<file path="config.mk">
export PLATFORM = sky130hd
export DESIGN_NAME = axi4s_pkt_arbiter
export DESIGN_NICKNAME = d
export VERILOG_FILES = /design/src/rtl/axi4s_pkt_arbiter.sv
export SDC_FILE = /design/constraint.sdc
export NUM_CORES = 1
export LEC_CHECK = 0
export BUFFER_PORTS_ARGS = -buffer_cell sky130_fd_sc_hd__buf_2
export CORE_MARGIN = 1
export CORE_UTILIZATION = 47
export DETAILED_ROUTE_END_ITERATION = 10
export GPL_TIMING_DRIVEN = 0
export PLACE_DENSITY = 0.87
export SYNTH_ARGS = -nofsm -noshare
export SYNTH_HDL_FRONTEND = slang
export SYNTH_SLANG_ARGS = --single-unit
</file>
<file path="constraint.sdc">
create_clock -name ACLK -period 3.42 [get_ports ACLK]
set_input_delay 0.171 -clock ACLK [delete_from_list [all_inputs] [get_ports ACLK]]
set_output_delay 0.171 -clock ACLK [all_outputs]
set_load 0.05 [all_outputs]
</file>
<file path="src/rtl/axi4s_pkt_arbiter.sv">
// Two-input AXI4-Stream packet arbiter, fixed-length packets, round-robin grant.
// Define AXIS_ARB_FIXED_PRIO_EN to make source 0 always win a tie.
module axi4s_pkt_arbiter #(
    parameter int DATA_WIDTH = 32,
    parameter int PKT_LEN    = 10
) (
    input  logic                    ACLK,
    input  logic                    RST,
    input  logic [DATA_WIDTH-1:0]   S0_TDATA,
    input  logic                    S0_TVALID,
    output logic                    S0_TREADY,
    input  logic [DATA_WIDTH-1:0]   S1_TDATA,
    input  logic                    S1_TVALID,
    output logic                    S1_TREADY,
    output logic [DATA_WIDTH-1:0]   M_TDATA,
    output logic                    M_TVALID,
    input  logic                    M_TREADY,
    output logic                    M_TLAST,
    output logic [1:0]              M_TDEST,
    output logic [7:0]              M_TID,
    output logic [DATA_WIDTH/8-1:0] M_TKEEP,
    output logic [1:0]              GRANT,
    output logic [15:0]             PKT_CNT
);

    localparam logic [15:0] LAST_BEAT = 16'(PKT_LEN - 1);

    typedef enum logic {IDLE, XFER} state_t;

    state_t      state, state_nx;
    logic [1:0]  grant, grant_nx;
    logic        last_served, last_nx;
    logic [15:0] beat_cnt, beat_nx;
    logic [15:0] pkt_cnt, pkt_nx;
    logic        hs;
    logic        pick1;
    logic        at_last;

    assign hs      = M_TVALID & M_TREADY;
    assign at_last = (beat_cnt == LAST_BEAT);

`ifdef AXIS_ARB_FIXED_PRIO_EN
    assign pick1 = S1_TVALID & ~S0_TVALID;
`else
    assign pick1 = S1_TVALID & (~S0_TVALID | ~last_served);
`endif

    // State, grant and counters; reset abandons any partial packet.
    always_ff @(posedge ACLK or posedge RST) begin
        if (RST) begin
            state       <= IDLE;
            grant       <= 2'b00;
            last_served <= 1'b1;
            beat_cnt    <= 16'd0;
            pkt_cnt     <= 16'd0;
        end else begin
            state       <= state_nx;
            grant       <= grant_nx;
            last_served <= last_nx;
            beat_cnt    <= beat_nx;
            pkt_cnt     <= pkt_nx;
        end
    end

    // Grant on a request in IDLE; release after the last-beat handshake.
    always_comb begin
        state_nx = state;
        grant_nx = grant;
        last_nx  = last_served;
        beat_nx  = beat_cnt;
        pkt_nx   = pkt_cnt;
        unique case (state)
            IDLE: begin
                if (S0_TVALID | S1_TVALID) begin
                    state_nx = XFER;
                    grant_nx = pick1 ? 2'b10 : 2'b01;
                end
            end
            XFER: begin
                if (hs) begin
                    if (at_last) begin
                        beat_nx  = 16'd0;
                        pkt_nx   = pkt_cnt + 16'd1;
                        last_nx  = grant[1];
                        grant_nx = 2'b00;
                        state_nx = IDLE;
                    end else begin
                        beat_nx = beat_cnt + 16'd1;
                    end
                end
            end
            default: state_nx = IDLE;
        endcase
    end

    // Combinational pass-through of the granted source.
    always_comb begin
        M_TVALID  = (grant[0] & S0_TVALID) | (grant[1] & S1_TVALID);
        M_TDATA   = '0;
        if (grant[1])
            M_TDATA = S1_TDATA;
        else if (grant[0])
            M_TDATA = S0_TDATA;
        S0_TREADY = grant[0] & M_TREADY;
        S1_TREADY = grant[1] & M_TREADY;
        M_TLAST   = at_last & M_TVALID;
        M_TDEST   = {1'b0, grant[1]};
        M_TID     = 8'h00;
        M_TKEEP   = {(DATA_WIDTH/8){M_TVALID}};
        GRANT     = grant;
        PKT_CNT   = pkt_cnt;
    end

endmodule

</file>
==> impl_metrics.py <==
metrics = {
    "setup_path": {
        "arrival_ns": 2.09,
        "cp_max_fo": 10,
        "critical_path_class": "flop to output pin",
        "max_stage_delay_ns": 0.42,
        "crit_start": "beat_cnt[1]",
        "start_kind": "flop",
        "worstPathCellList": "inv_1, ha_1, nor4b_2, nand4_1, buf_2, nor2_1, buf_2",
        "critPathMostFrequentCell": "buf_2",
        "cp_top_family": "buffers and inverters",
        "worst_setup_path_end_kind": "output pin",
        "cp_data_required_time_ns": 3.25,
        "critPathSlowestCell": "dfrtp_1",
        "path_buf_inv": 3,
        "r2r_start": "beat_cnt[1]",
    },
    "pwr": {
        "power_leakage_nw": 1.65,
        "p_per_area_mw_per_mm2": 802,
        "vdd_drop_max_mv": 0.627,
        "finalPower_w": 0.00244,
    },
    "flow_run": {
        "max_cap_viol_count": 0,
    },
    "route": {
        "dr.first_iter.drc_count": 128,
        "vias": 2250,
        "post_drt_wl_per_cell_um": 16.0,
        "avgViaCountPerCell": 5.45,
        "drc": 14,
        "first_pass_iters": 7,
        "postRouteWirelength_mm": 6.59,
        "detail-route-antenna-nets": 0,
    },
    "synthesis": {
        "yosys_register_bits": 36,
        "synth_seq_area_share_pct": 40.6,
        "synth-edff-count": 0,
        "synth_xor_area_share_pct": 9.45,
        "synthMuxAreaShare_pct": 1.52,
        "synth_compound_area_share_pct": 17.0,
        "synth_cells": 218,
        "yosys.area_share.adder_pct": 1.69,
        "syn_avg_cell_area_um2": 10.2,
        "synthDistinctLibCells": 40,
        "synth_top_family_by_area": "simple AND/OR/NAND/NOR gates",
        "syn_area_mm2": 0.00222,
        "async_reset_ff_share_pct": 100,
        "yosys_most_used_dff": "dfrtp_1",
        "synthSimpleGateAreaFrac_pct": 22.0,
        "synth_warnings": 0,
    },
    "die": {
        "die_area_mm2": 0.00501,
        "die_h_um": 70.8,
        "core.rowCount": 24,
        "fp.dieW_um": 70.8,
        "num_io_pins": 137,
        "core_area_mm2": 0.00444,
        "initial_core_util_pct": 50.1,
    },
    "sta": {
        "fin_tns_setup_ns": 0,
        "rsz0062_at_grt": "false",
        "relSlewSlack_pct": 49.7,
        "clock-skew-final_ns": 0.0111,
        "worst_hold_slack_ns": -0.00987,
        "finalSetupViolations": 0,
        "min_period_over_period_pct": 66.1,
        "worst_pin_slew_ns": 0.753,
        "slew_viol_final": 0,
        "fin_crit_ns": 2.26,
        "hold_viol": 20,
        "max_freq_ghz": 0.442,
    },
    "clock_network": {
        "clk_path_buf_depth": 2,
        "postCtsHoldBufs": 0,
        "clock_latency_ns": 0.30,
        "clock-sinks": 36,
        "clk_pin_slew_worst_paths_ns": 0.08,
        "cts_htree_levels": 2,
        "cts_made_buffers": 5,
        "post_cts_buffers": 0,
        "clock-root-buffer": "clkbuf_8",
        "cts_tree": "done",
        "cts_resized": 0,
    },
    "placement": {
        "place.gp.congestion": 0.810,
        "dp.cells": 405,
        "portBuffers": 127,
        "place_hpwl_mm": 5.22,
    },
    "final_layout": {
        "fin_cells": 413,
        "nets": 432,
        "n_antenna_cell": 0,
        "multi_input_area_mm2": 0.00118,
        "layout-drive-gt1-share_pct": 46.5,
        "syn_to_final_growth_pct": 36.8,
        "nFillCells": 350,
        "regArea_um2": 902,
    },
    "grt": {
        "grt_antenna_before_repair": 0,
        "grt_overflow_total": 0,
        "grt_pass1_vias": 2112,
        "grt_usage_pct": 26.4,
        "grt_first_pass_wirelength_mm": 10.2,
        "grt_max_degree": 37,
    },
    "outcome": {
        "violations": "design-rule violations, negative hold slack",
        "status": "finished with violations",
    },
    "worst_hold_path": {
        "hp-class": "input pin to async pin",
    },
}
state kept, by name, summed over array words and instances (netlist names):
register     flops
state            1
beat_cnt        16
last_served      1
GRANT            2
PKT_CNT         16
routing by layer:
| layer | track usage, % | wire length (um) | up-vias |
|---|---|---|---|
| met5 | 0 | 0 | - |
| met4 | 9.78 | 128 | 0 |
| met3 | 9.69 | 595 | 14 |
| met2 | 43.4 | 3240 | 96 |
| met1 | 31.7 | 2630 | 1077 |
| li1 | - | - | 1063 |
cell usage in the layout, fill, tap and decap left out, types with 2 or more instances in the layout:
| cell type | Yosys | routed |
|---|---|---|
| a22o_1 | 32 | 32 |
| clkbuf_1 | 7 | 7 |
| or3_1 | 2 | 2 |
| mux2_1 | 3 | 3 |
| nand2b_1 | 2 | 2 |
| and2_1 | 3 | 3 |
| buf_2 | 2 | 129 |
| xor2_1 | 8 | 8 |
| a21oi_1 | 5 | 5 |
| nor3_1 | 3 | 3 |
| o21ai_0 | 6 | 6 |
| clkinv_2 | 0 | 2 |
| inv_1 | 4 | 3 |
| dfrtp_1 | 35 | 35 |
| nand3_1 | 9 | 9 |
| clkbuf_8 | 0 | 5 |
| and4_1 | 3 | 3 |
| inv_2 | 1 | 2 |
| nor4_1 | 4 | 4 |
| and3_1 | 3 | 3 |
| buf_4 | 15 | 15 |
| nor4b_2 | 2 | 2 |
| xnor2_1 | 16 | 16 |
| nor2b_1 | 2 | 2 |
| nor3_2 | 3 | 3 |
| nand2_1 | 12 | 12 |
| conb_1 | 1 | 9 |
| nor3b_2 | 2 | 2 |
| ha_1 | 3 | 3 |
| nor2_1 | 7 | 7 |
| nand4_1 | 12 | 12 |
path summary, 6_finish.rpt:
kind,end,slack (ns),cells past startpoint
setup / recovery,M_TLAST,1.16,7
hold / removal,PKT_CNT[3],-0.01,2
setup reg to reg,PKT_CNT[1],1.54,6
hold reg to reg,PKT_CNT[15],0.47,1
max in group asynchronous,state,2.94,2
min in group ACLK,state,0.18,3
cell type report:
class | count | share of cell area, %
multi-input cells | 161 | 38.9
flip-flops and latches | 36 | 29.6
repair buffers | 127 | 20.9
plain buffers | 24 | 4.89
clock buffers | 5 | 2.26
well taps | 52 | 2.14
clock inverters | 3 | 0.617
inverters | 5 | 0.617
per-stage QoR:
step	hold slack (ns)	utilization [%]	worst slack (ns)	cell area, um^2
floorplan	0.305	-	1.30	2250
global placement	0.457	66.5	1.52	2960
detailed placement	0.461	66.5	1.49	2960
CTS	0.168	68.5	1.16	3040
global route	0.0554	68.5	1.02	3040
finish	-0.00987	68.5	1.16	3040
cells by family (layout without fill, tap and decap cells):
family                   Yosys count  after routing
adder cells (fa/ha/maj)            3              3
AO/OA/AOI/OAI                     47             47
XOR/XNOR                          24             24
multiplexers                       3              3
buffers and inverters             29            164
AND/OR/NAND/NOR                   75             75
other                              1              9
flip-flops                        36             36
Yosys cell counts (3+ instances only):
library cell   n  area, um^2
mux2_1         3        33.8
buf_4         15         113
nor2_1         7        26.3
inv_1          4        15.0
xnor2_1       16         140
nand3_1        9        45.0
nor4_1         4        25.0
nor3_2         3        30.0
a21oi_1        5        25.0
clkbuf_1       7        26.3
nand4_1       12        75.1
nand2_1       12        45.0
xor2_1         8        70.1
nor3_1         3        15.0
and3_1         3        18.8
and2_1         3        18.8
ha_1           3        37.5
and4_1         3        26.3
o21ai_0        6        30.0
dfrtp_1       35         876
a22o_1        32         280
power by group:
group          switching [W]  internal [W]  total, W
registers          0.0000775      0.000483  0.000561
logic                0.00115      0.000421   0.00157
clock network       0.000166      0.000142  0.000308
(Power assumes the default switching activity.)
